**config.mk**
```make
export PLATFORM = sky130hd
export DESIGN_NAME = cp0_exception_unit
export DESIGN_NICKNAME = d
export VERILOG_FILES = /design/src/rtl/cp0_exception_unit_pkg.sv /design/src/rtl/cp0_exception_unit_irq_sync_edge.sv /design/src/rtl/cp0_exception_unit.sv
export SDC_FILE = /design/constraint.sdc
export NUM_CORES = 1
export LEC_CHECK = 0
export BUFFER_PORTS_ARGS = -buffer_cell sky130_fd_sc_hd__buf_2
export CAP_MARGIN = 40
export CORE_MARGIN = 3
export CORE_UTILIZATION = 40
export DETAILED_ROUTE_END_ITERATION = 8
export GPL_ROUTABILITY_DRIVEN = 0
export HOLD_SLACK_MARGIN = 0.12
export PLACE_DENSITY = 0.66
export SYNTH_ARGS = -nofsm -noshare
export SYNTH_HDL_FRONTEND = slang
export SYNTH_HIERARCHICAL = 1
export SYNTH_SLANG_ARGS = --single-unit
export TNS_END_PERCENT = 30
```
**constraint.sdc**
```tcl
create_clock -name i_clk -period 2.65 [get_ports i_clk]
set_input_delay 0.53 -clock i_clk [delete_from_list [all_inputs] [get_ports i_clk]]
set_output_delay 0.53 -clock i_clk [all_outputs]
set_load 0.01 [all_outputs]
```
**src/rtl/cp0_exception_unit_pkg.sv**
```systemverilog
// CP0 register numbers, exception codes, Status/Cause bit positions and the
// exception FSM state type shared by the CP0 exception unit files.
package cp0_exception_unit_pkg;

  localparam logic [4:0] CP0_COUNT   = 5'd9;
  localparam logic [4:0] CP0_COMPARE = 5'd11;
  localparam logic [4:0] CP0_STATUS  = 5'd12;
  localparam logic [4:0] CP0_CAUSE   = 5'd13;
  localparam logic [4:0] CP0_EPC     = 5'd14;

  localparam logic [4:0] EXC_INT = 5'd0;
  localparam logic [4:0] EXC_SYS = 5'd8;

  localparam int ST_IE_BIT    = 0;
  localparam int ST_EXL_BIT   = 1;
  localparam int IM_LSB       = 10;
  localparam int IP_LSB       = 10;
  localparam int TIMER_BIT    = 15;
  localparam int EXC_CODE_LSB = 2;
  localparam int EXC_CODE_MSB = 6;

  typedef enum logic {
    ST_NORMAL  = 1'b0,
    ST_HANDLER = 1'b1
  } cp0_state_e;

endpackage

```
**src/rtl/cp0_exception_unit_irq_sync_edge.sv**
```systemverilog
// One interrupt line: SYNC_STAGES-deep synchroniser followed by a rising-edge
// detector producing a single-cycle pulse.
module irq_sync_edge #(
  parameter int SYNC_STAGES = 2
) (
  input  logic i_clk,
  input  logic i_rst,
  input  logic i_irq,
  output logic o_pulse
);

  logic [SYNC_STAGES-1:0] r_sync;
  logic                   r_prev;

  always_ff @(posedge i_clk or posedge i_rst) begin
    if (i_rst) begin
      r_sync <= '0;
      r_prev <= 1'b0;
    end else begin
      r_sync <= {r_sync[SYNC_STAGES-2:0], i_irq};
      r_prev <= r_sync[SYNC_STAGES-1];
    end
  end

  assign o_pulse = r_sync[SYNC_STAGES-1] & ~r_prev;

endmodule

```
**src/rtl/cp0_exception_unit.sv**
```systemverilog
// CP0 register file and exception sequencer (syscall, interrupt, ERET).
// Optional Count/Compare timer interrupt enabled by macro CP0_TIMER_EN.
//   state      | meaning
//   ST_NORMAL  | normal execution, interrupts may be taken (Status.EXL=0)
//   ST_HANDLER | inside exception handler (Status.EXL=1)
module cp0_exception_unit
  import cp0_exception_unit_pkg::*;
#(
  parameter int          IRQ_N       = 4,
  parameter logic [31:0] EXC_VECTOR  = 32'h0000_0800,
  parameter int          SYNC_STAGES = 2
) (
  input  logic             i_clk,
  input  logic             i_rst,
  input  logic             i_stall,
  input  logic [IRQ_N-1:0] i_irq,
  input  logic             i_sys,
  input  logic             i_exce_ret,
  input  logic             i_mfc0,
  input  logic             i_mtc0,
  input  logic [4:0]       i_rd_sel,
  input  logic [31:0]      i_wdata,
  input  logic [31:0]      i_pc_cur,
  input  logic [31:0]      i_pc_next,
  output logic [31:0]      o_rdata,
  output logic             o_redirect,
  output logic [31:0]      o_redirect_pc,
  output logic             o_exl
);

  localparam int IP_MSB = IP_LSB + IRQ_N - 1;
  localparam int IM_MSB = IM_LSB + IRQ_N - 1;

  cp0_state_e       r_state;
  logic             r_ie;
  logic [IRQ_N-1:0] r_im;
  logic [IRQ_N-1:0] r_ip;
  logic [4:0]       r_exc_code;
  logic [31:0]      r_epc;
  logic [31:0]      r_count;

  logic [IRQ_N-1:0] w_irq_pulse;
  logic [IRQ_N-1:0] w_ip_keep;
  logic             w_exl;
  logic             w_go;
  logic             w_int_req;
  logic             w_take_sys;
  logic             w_take_eret;
  logic             w_take_int;
  logic             w_wr_status;
  logic             w_wr_cause;
  logic             w_wr_epc;
  logic             w_wr_count;
  logic [31:0]      w_status;
  logic [31:0]      w_cause;
  logic [31:0]      w_compare;
  logic             w_tip;
  logic             w_tim;

  for (genvar gi = 0; gi < IRQ_N; gi++) begin : g_irq
    irq_sync_edge #(
      .SYNC_STAGES(SYNC_STAGES)
    ) u_sync (
      .i_clk  (i_clk),
      .i_rst  (i_rst),
      .i_irq  (i_irq[gi]),
      .o_pulse(w_irq_pulse[gi])
    );
  end

  assign w_exl     = (r_state == ST_HANDLER);
  assign w_go      = ~i_stall & ~i_rst;
  assign w_int_req = r_ie & ~w_exl & (|({w_tip, r_ip} & {w_tim, r_im}));

  // Priority: syscall, then ERET, then interrupt.
  assign w_take_sys  = w_go & i_sys;
  assign w_take_eret = w_go & ~i_sys & i_exce_ret;
  assign w_take_int  = w_go & ~i_sys & ~i_exce_ret & w_int_req;

  assign w_wr_status = w_go & i_mtc0 & (i_rd_sel == CP0_STATUS);
  assign w_wr_cause  = w_go & i_mtc0 & (i_rd_sel == CP0_CAUSE);
  assign w_wr_epc    = w_go & i_mtc0 & (i_rd_sel == CP0_EPC);
  assign w_wr_count  = w_go & i_mtc0 & (i_rd_sel == CP0_COUNT);

  // Software may only clear IP bits; a same-cycle edge still sets them.
  assign w_ip_keep = w_wr_cause ? i_wdata[IP_MSB:IP_LSB] : '1;

  assign o_redirect    = w_take_sys | w_take_eret | w_take_int;
  assign o_redirect_pc = w_take_eret ? r_epc : EXC_VECTOR;
  assign o_exl         = w_exl;

  always_ff @(posedge i_clk or posedge i_rst) begin
    if (i_rst) begin
      r_state    <= ST_NORMAL;
      r_ie       <= 1'b0;
      r_im       <= '0;
      r_ip       <= '0;
      r_exc_code <= '0;
      r_epc      <= '0;
      r_count    <= '0;
    end else begin
      r_ip <= (r_ip & w_ip_keep) | w_irq_pulse;
      if (!i_stall) begin
        r_count <= w_wr_count ? i_wdata : r_count + 32'd1;
        if (w_wr_status) begin
          r_ie    <= i_wdata[ST_IE_BIT];
          r_im    <= i_wdata[IM_MSB:IM_LSB];
          r_state <= cp0_state_e'(i_wdata[ST_EXL_BIT]);
        end
        if (w_wr_cause) r_exc_code <= i_wdata[EXC_CODE_MSB:EXC_CODE_LSB];
        if (w_wr_epc)   r_epc      <= i_wdata;
        // Exception entry/return overrides a same-cycle mtc0 of these fields.
        if (w_take_sys) begin
          r_epc      <= i_pc_cur + 32'd4;
          r_exc_code <= EXC_SYS;
          r_state    <= ST_HANDLER;
        end else if (w_take_eret) begin
          r_state <= ST_NORMAL;
        end else if (w_take_int) begin
          r_epc      <= i_pc_next;
          r_exc_code <= EXC_INT;
          r_state    <= ST_HANDLER;
        end
      end
    end
  end

`ifdef CP0_TIMER_EN
  logic [31:0] r_compare;
  logic        r_tip;
  logic        r_tim;
  logic        w_wr_compare;

  assign w_wr_compare = w_go & i_mtc0 & (i_rd_sel == CP0_COMPARE);

  always_ff @(posedge i_clk or posedge i_rst) begin
    if (i_rst) begin
      r_compare <= 32'hFFFF_FFFF;
      r_tip     <= 1'b0;
      r_tim     <= 1'b0;
    end else begin
      if (w_wr_compare) begin
        r_compare <= i_wdata;
        r_tip     <= 1'b0;
      end else if (r_count == r_compare) begin
        r_tip <= 1'b1;
      end
      if (w_wr_status) r_tim <= i_wdata[TIMER_BIT];
    end
  end

  assign w_compare = r_compare;
  assign w_tip     = r_tip;
  assign w_tim     = r_tim;
`else
  assign w_compare = '0;
  assign w_tip     = 1'b0;
  assign w_tim     = 1'b0;
`endif

  always_comb begin
    w_status                 = '0;
    w_status[ST_IE_BIT]      = r_ie;
    w_status[ST_EXL_BIT]     = w_exl;
    w_status[IM_MSB:IM_LSB]  = r_im;
    w_status[TIMER_BIT]      = w_status[TIMER_BIT] | w_tim;
    w_cause                  = '0;
    w_cause[IP_MSB:IP_LSB]   = r_ip;
    w_cause[TIMER_BIT]       = w_cause[TIMER_BIT] | w_tip;
    w_cause[EXC_CODE_MSB:EXC_CODE_LSB] = r_exc_code;
  end

  always_comb begin
    o_rdata = '0;
    if (i_mfc0) begin
      case (i_rd_sel)
        CP0_COUNT:   o_rdata = r_count;
        CP0_COMPARE: o_rdata = w_compare;
        CP0_STATUS:  o_rdata = w_status;
        CP0_CAUSE:   o_rdata = w_cause;
        CP0_EPC:     o_rdata = r_epc;
        default:     o_rdata = '0;
      endcase
    end
  end

endmodule

```
# Word-level counts from Yosys, hierarchy flattened
# Cells that the tools add are included.
[totals] inputBits=112 out_inout_bits=66 regBits=91
[classes] reduce_logical=4 eq_ne=4 bitwise=31 n_mux=17 addsub=2
[op_table] op="$mux 32" count=7
[op_table] op="$pmux 32 s4" count=1
[op_table] op="$add 32x1->32 const B" count=1
[op_table] op="$add 32x3->32 const B" count=1
[op_table] op="$eq 5x4->1 const B" count=4
[op_table] op="$mux 5" count=4
[op_table] op="$and 1x1->1" count=17
[op_table] op="$not 1->1" count=9
[op_table] op="$and 4x4->4" count=2
[op_table] op="$reduce_or 5->1" count=1
[op_table] op="$mux 1" count=4
[op_table] op="$mux 4" count=1
[op_table] op="$or 4x4->4" count=1
[op_table] op="$reduce_and 2->1" count=2
[op_table] op="$reduce_bool 4->1" count=1
[op_table] op="$or 1x1->1" count=2

# Longest topological paths before layout
[logic_depth] depth_word=8 ltp_mapped=8

# Hierarchy
# The synthesis kept the hierarchy.
[by_module_without_submodules] mod="cp0_exception_unit" cells_each=709 n_inst=1 area_per_inst_um2=5891.9
[by_module_without_submodules] mod="irq_sync_edge" cells_each=5 n_inst=4 area_per_inst_um2=92.6

# Worst setup path before layout
# OpenSTA, ideal clock, no wires.
[synth_path] path_kind="in2out" from="input i_rd_sel[4]" to="output o_rdata[10]" arrival_ps=1879 cell_stages=7 path_buffers=3 required_time_ps=2120 setup_slack_ps=241 cell_sequence="and4bb_2 -> and2_1 -> clkbuf_1 -> buf_2 -> buf_1 -> nand2_1 -> a21oi_1"
[synth_between] elab_chain_len=3 word_cells_on_any_way=6 cone_classes="eq/ne (4); mux (2)"
[synth_lines] element="start, declared" line="cp0_exception_unit.sv:21" text="input logic [4:0] i_rd_sel,"
[synth_lines] element="$eq 5x4->1" line="cp0_exception_unit.sv:176" text="case (i_rd_sel)"
[synth_lines] element="$pmux 32 s4 (*)" line="cp0_exception_unit.sv:176"
[synth_lines] element="$mux 32 (*)" line="cp0_exception_unit.sv:175" text="if (i_mfc0) begin"
[synth_lines] element="end, declared" line="cp0_exception_unit.sv:25" text="output logic [31:0] o_rdata,"
# Every way passes the cells marked *; elsewhere a longest branch is shown, timed or not.

# Final worst setup path
[layout_path] from="input i_rd_sel[0]" to="output o_rdata[10]"
# Same word-level chain as after synthesis.

==> summary.txt <==
Routing
  – Max Used Layer: met5
  – DRT Pass-1 Iters: 8
  – Final wirelength: 23.01 mm
  – Vias per cell: approximately 6.0
  – DRC violations left: 0
  – Wl on met1: between 9 and 10 mm
  – Met3 Wirelength: 2.271 mm
  – Via count: 6678
  – Post-route ant nets: 0
  – DR iter-0 viols: between 1k and 1.5k
  – Wire length per cell: between 20 and 25 um
  – Met2 wire length: roughly 10 mm

Critical path
  – CP Depth: 7
  – Most frequent CP cell: buf_2
  – Slowest CP cell: or4b_1
  – Delay-heaviest family, CP: simple AND/OR/NAND/NOR gates
  – Req. time, crit path: 2.12 ns
  – CP peak stage delay: 0.59 ns
  – Critical path peak fanout: 5
  – Worst Path Buf+Inv: 3
  – CP Launch Type: input port
  – Reg-to-Reg Start: r_count[0]
  – R2r setup slk: ~0.56 ns
  – Critical Path AT: 1.97 ns
  – CP Capture Type: output pin
  – Worst reg-to-reg path cell count: 6
  – Critical path class: input port to output pin
  – Crit Reg-Reg Endpoint: r_count[26]
  – Cells along the critical path: buf_2 -> or4b_1 -> nor2_2 -> buf_4 -> a222oi_1 -> a21oi_1 -> buf_2

STA
  – Fin. Hold Viols: 0
  – Crit path time final: ~2.5 ns
  – Clock skew: between 0.007 and 0.008 ns
  – Worst slew margin: 67.54%
  – Final TNS setup: 0 ns
  – RSZ-0062 raised after global routing: false
  – Final worst-path cycle share: 94.23%
  – FMAX: between 400 and 500 MHz
  – Final setup violation count: 0
  – Pins over their slew limit: 0
  – Worst hold slack: about 0.29 ns
  – Actual slew at the worst max-slew pin: between 0.4 and 0.5 ns
  – Fin worst setup slack: approximately 0.15 ns

Synthesis
  – Post-Syn Nets: 843
  – Yosys warns: 6
  – EDFF count, synth: 0
  – Mean Syn Cell Area: about 8.6 um^2
  – Synthesized area: around 6300 um^2
  – Yosys reg bits: between 90 and 100
  – Syn Inst Count: between 700 and 800
  – Top FF cell, synth: dfrtp_1
  – Post-synthesis sequential area ratio: between 30% and 40%
  – Fraction of registers with async set/reset: 100.0%
  – Post-synthesis cell type count: 63

Run
  – Max cap viols: 0

Die
  – Die area: ~17000 um^2
  – Starting Density: between 40% and 50%
  – Row cnt: 45
  – Die Ht: 131.1 um
  – Num ports: approximately 180
  – Die Width: 131.1 um
  – Core area: ~15000 um^2

Global routing
  – First-pass GRT wire length: between 30 and 40 mm
  – Largest net degree at the start of global routing: 80
  – Initial antenna violation count: 2
  – All-Layer GR Usage: 26.03%
  – Total gr overflow: 0
  – Vias in the first global route: between 6k and 7k

Cells and area
  – Final nets: between 1k and 1.5k
  – Layout cells sized above 1: between 20 and 30%
  – Area Growth Syn to Fin: 23.66%

Min path
  – Hold Path Class: input port to asynchronous set/reset pin

Power
  – LEAKAGE: 3.671 nW
  – Max IR drop VDD: 0.0003303 V
  – PD cells: between 500 and 600 nW/um^2

Clocking
  – Latest clock arrival within the worst-skew pair: approximately 0.35 ns
  – Clk buf depth: 2
  – CTS tree: yes
  – Post-CTS Hold Buffers: 0
  – CTS HTree Levels: 3
  – Reg clk slew, reported paths: approximately 0.07 ns
  – Root Driver: clkbuf_16
  – Postcts setup bufs: 0
  – Sink Count: 91
  – CTS Buf Count: 9

Run status
  – Status: finished clean

Placement
  – DP Wirelength: between 15 and 20 mm
  – Worst slack, placed: just over 0.1 ns
  – Port Buffers: 177
==> cell usage in the layout, fill, tap and decap left out, types with 10 or more instances in the layout <==
| cell | n |
|---|---|
| nor3_1 | 13 |
| o22ai_1 | 13 |
| a311oi_1 | 11 |
| nand2_1 | 50 |
| mux2i_1 | 26 |
| nor2_1 | 75 |
| o21ai_0 | 24 |
| a22oi_1 | 27 |
| mux2_2 | 13 |
| xor2_1 | 13 |
| inv_1 | 12 |
| dfrtp_1 | 91 |
| a222oi_1 | 11 |
| a211oi_1 | 10 |
| nand3_1 | 39 |
| xnor2_1 | 15 |
| nand4_1 | 20 |
| and3_1 | 47 |
| a21oi_1 | 43 |
| buf_4 | 30 |
| buf_2 | 177 |
==> synth_stat cells (3+ instances only) <==
library cell / number / share of area [%]
a211oi_1: 10 / 1.2
and4_1: 9 / 1.3
a2bb2oi_1: 3 / 0.42
nand2_1: 50 / 3.0
buf_1: 4 / 0.24
nor2_1: 77 / 4.6
nand3_1: 39 / 3.1
and3_1: 47 / 4.7
a31o_2: 3 / 0.42
clkbuf_1: 37 / 2.2
buf_2: 13 / 1.0
o21ai_0: 24 / 1.9
a211o_1: 3 / 0.42
nor2b_4: 4 / 0.88
o22ai_1: 13 / 1.3
inv_1: 13 / 0.78
a222oi_1: 11 / 1.8
a31oi_1: 3 / 0.30
xor2_1: 13 / 1.8
nand4_1: 20 / 2.0
a21oi_1: 43 / 3.4
buf_6: 4 / 0.72
o21bai_1: 3 / 0.36
a311oi_1: 11 / 1.5
o221ai_1: 4 / 0.56
a221o_1: 9 / 1.4
mux2_2: 13 / 2.3
o22a_1: 6 / 0.84
mux2i_1: 26 / 4.2
dfrtp_1: 91 / 36
nor3_1: 15 / 1.2
xnor2_1: 15 / 2.1
a22oi_1: 27 / 3.2
or3_1: 9 / 0.90
and2_1: 9 / 0.90
nand2b_1: 6 / 0.60
a21o_1: 7 / 0.84
nor4_1: 3 / 0.30
==> flip-flops by register name, indices dropped and copies added, names as in the netlist, 4 cells and up <==
name / count
r_count: 32
g_irq.u_sync/r_sync: 8
g_irq.u_sync/r_prev: 4
r_epc: 32
r_im: 4
r_ip: 4
r_exc_code: 5
==> repair_timing <==
action,CTS,global route
resized for setup,0,1
hold endpoints to repair,0,0
endpoints found under the setup margin,0,1
==> layer usage <==
| metal | vias up | GRT usage, % |
|---|---|---|
| li1 | 3055 | - |
| met1 | 3147 | 37.30 |
| met2 | 407 | 38.65 |
| met3 | 67 | 4.900 |
| met4 | 2 | 10.85 |
| met5 | - | 0 |
==> worst register-to-register path, cell delays in order (launching register included) <==
cell and delay [ns]:
dfrtp_1 0.50, ha_1 0.31, and2_1 0.20, and4_1 0.34
nand4_1 0.16, a211o_1 0.29, a31oi_1 0.18
==> layout make-up <==
class | instances | area [um^2]
diodes | 1 | 2.502
clock buffers | 10 | 239.0
clock inverters | 6 | 68.82
fillers | 1462 | 7515
inverters | 14 | 52.55
multi-input cells | 564 | 3669
flip-flops and latches | 91 | 2277
well taps | 211 | 264.0
repair buffers | 210 | 1171
==> metrics by stage <==
step	cells	total power, mW	util [%]	area, um^2
2_1_floorplan	729	2.247	-	6262
3_3_place_gp	1090	2.606	48.70	7431
3_5_place_dp	1090	2.620	48.70	7431
4_1_cts	1106	3.957	50.72	7739
5_1_grt	1107	4.134	50.75	7744
6_report	1107	3.963	50.75	7744
==> power breakdown <==
group / leakage [nW] / internal [mW] / switching, mW
Clock: 0.150 / 0.766 / 0.571
Combinational: 2.42 / 0.358 / 0.401
Sequential: 1.11 / 1.58 / 0.285
==> how the worst max path moves through the flow <==
stage,from,endpoint,slack (ns)
3_3_place_gp,i_rd_sel[0],o_rdata[10],0.11
2_1_floorplan,i_rst,o_exl,0.1
6_report,i_rd_sel[0],o_rdata[10],0.15
5_1_grt,i_rd_sel[0],o_rdata[10],0.05
4_1_cts,i_rd_sel[0],o_rdata[10],0.1
3_5_place_dp,i_rd_sel[0],o_rdata[10],0.10
==> cell families after synthesis <==
kind of cell | after synthesis | synth area share, %
compound gates | 192 | 21.86
xor+xnor | 28 | 3.916
simple gates | 303 | 25.67
buf+inv | 74 | 5.294
fa+ha+maj | 2 | 0.3995
flops | 91 | 36.36
mux | 39 | 6.494
(Power assumes the default switching activity.)
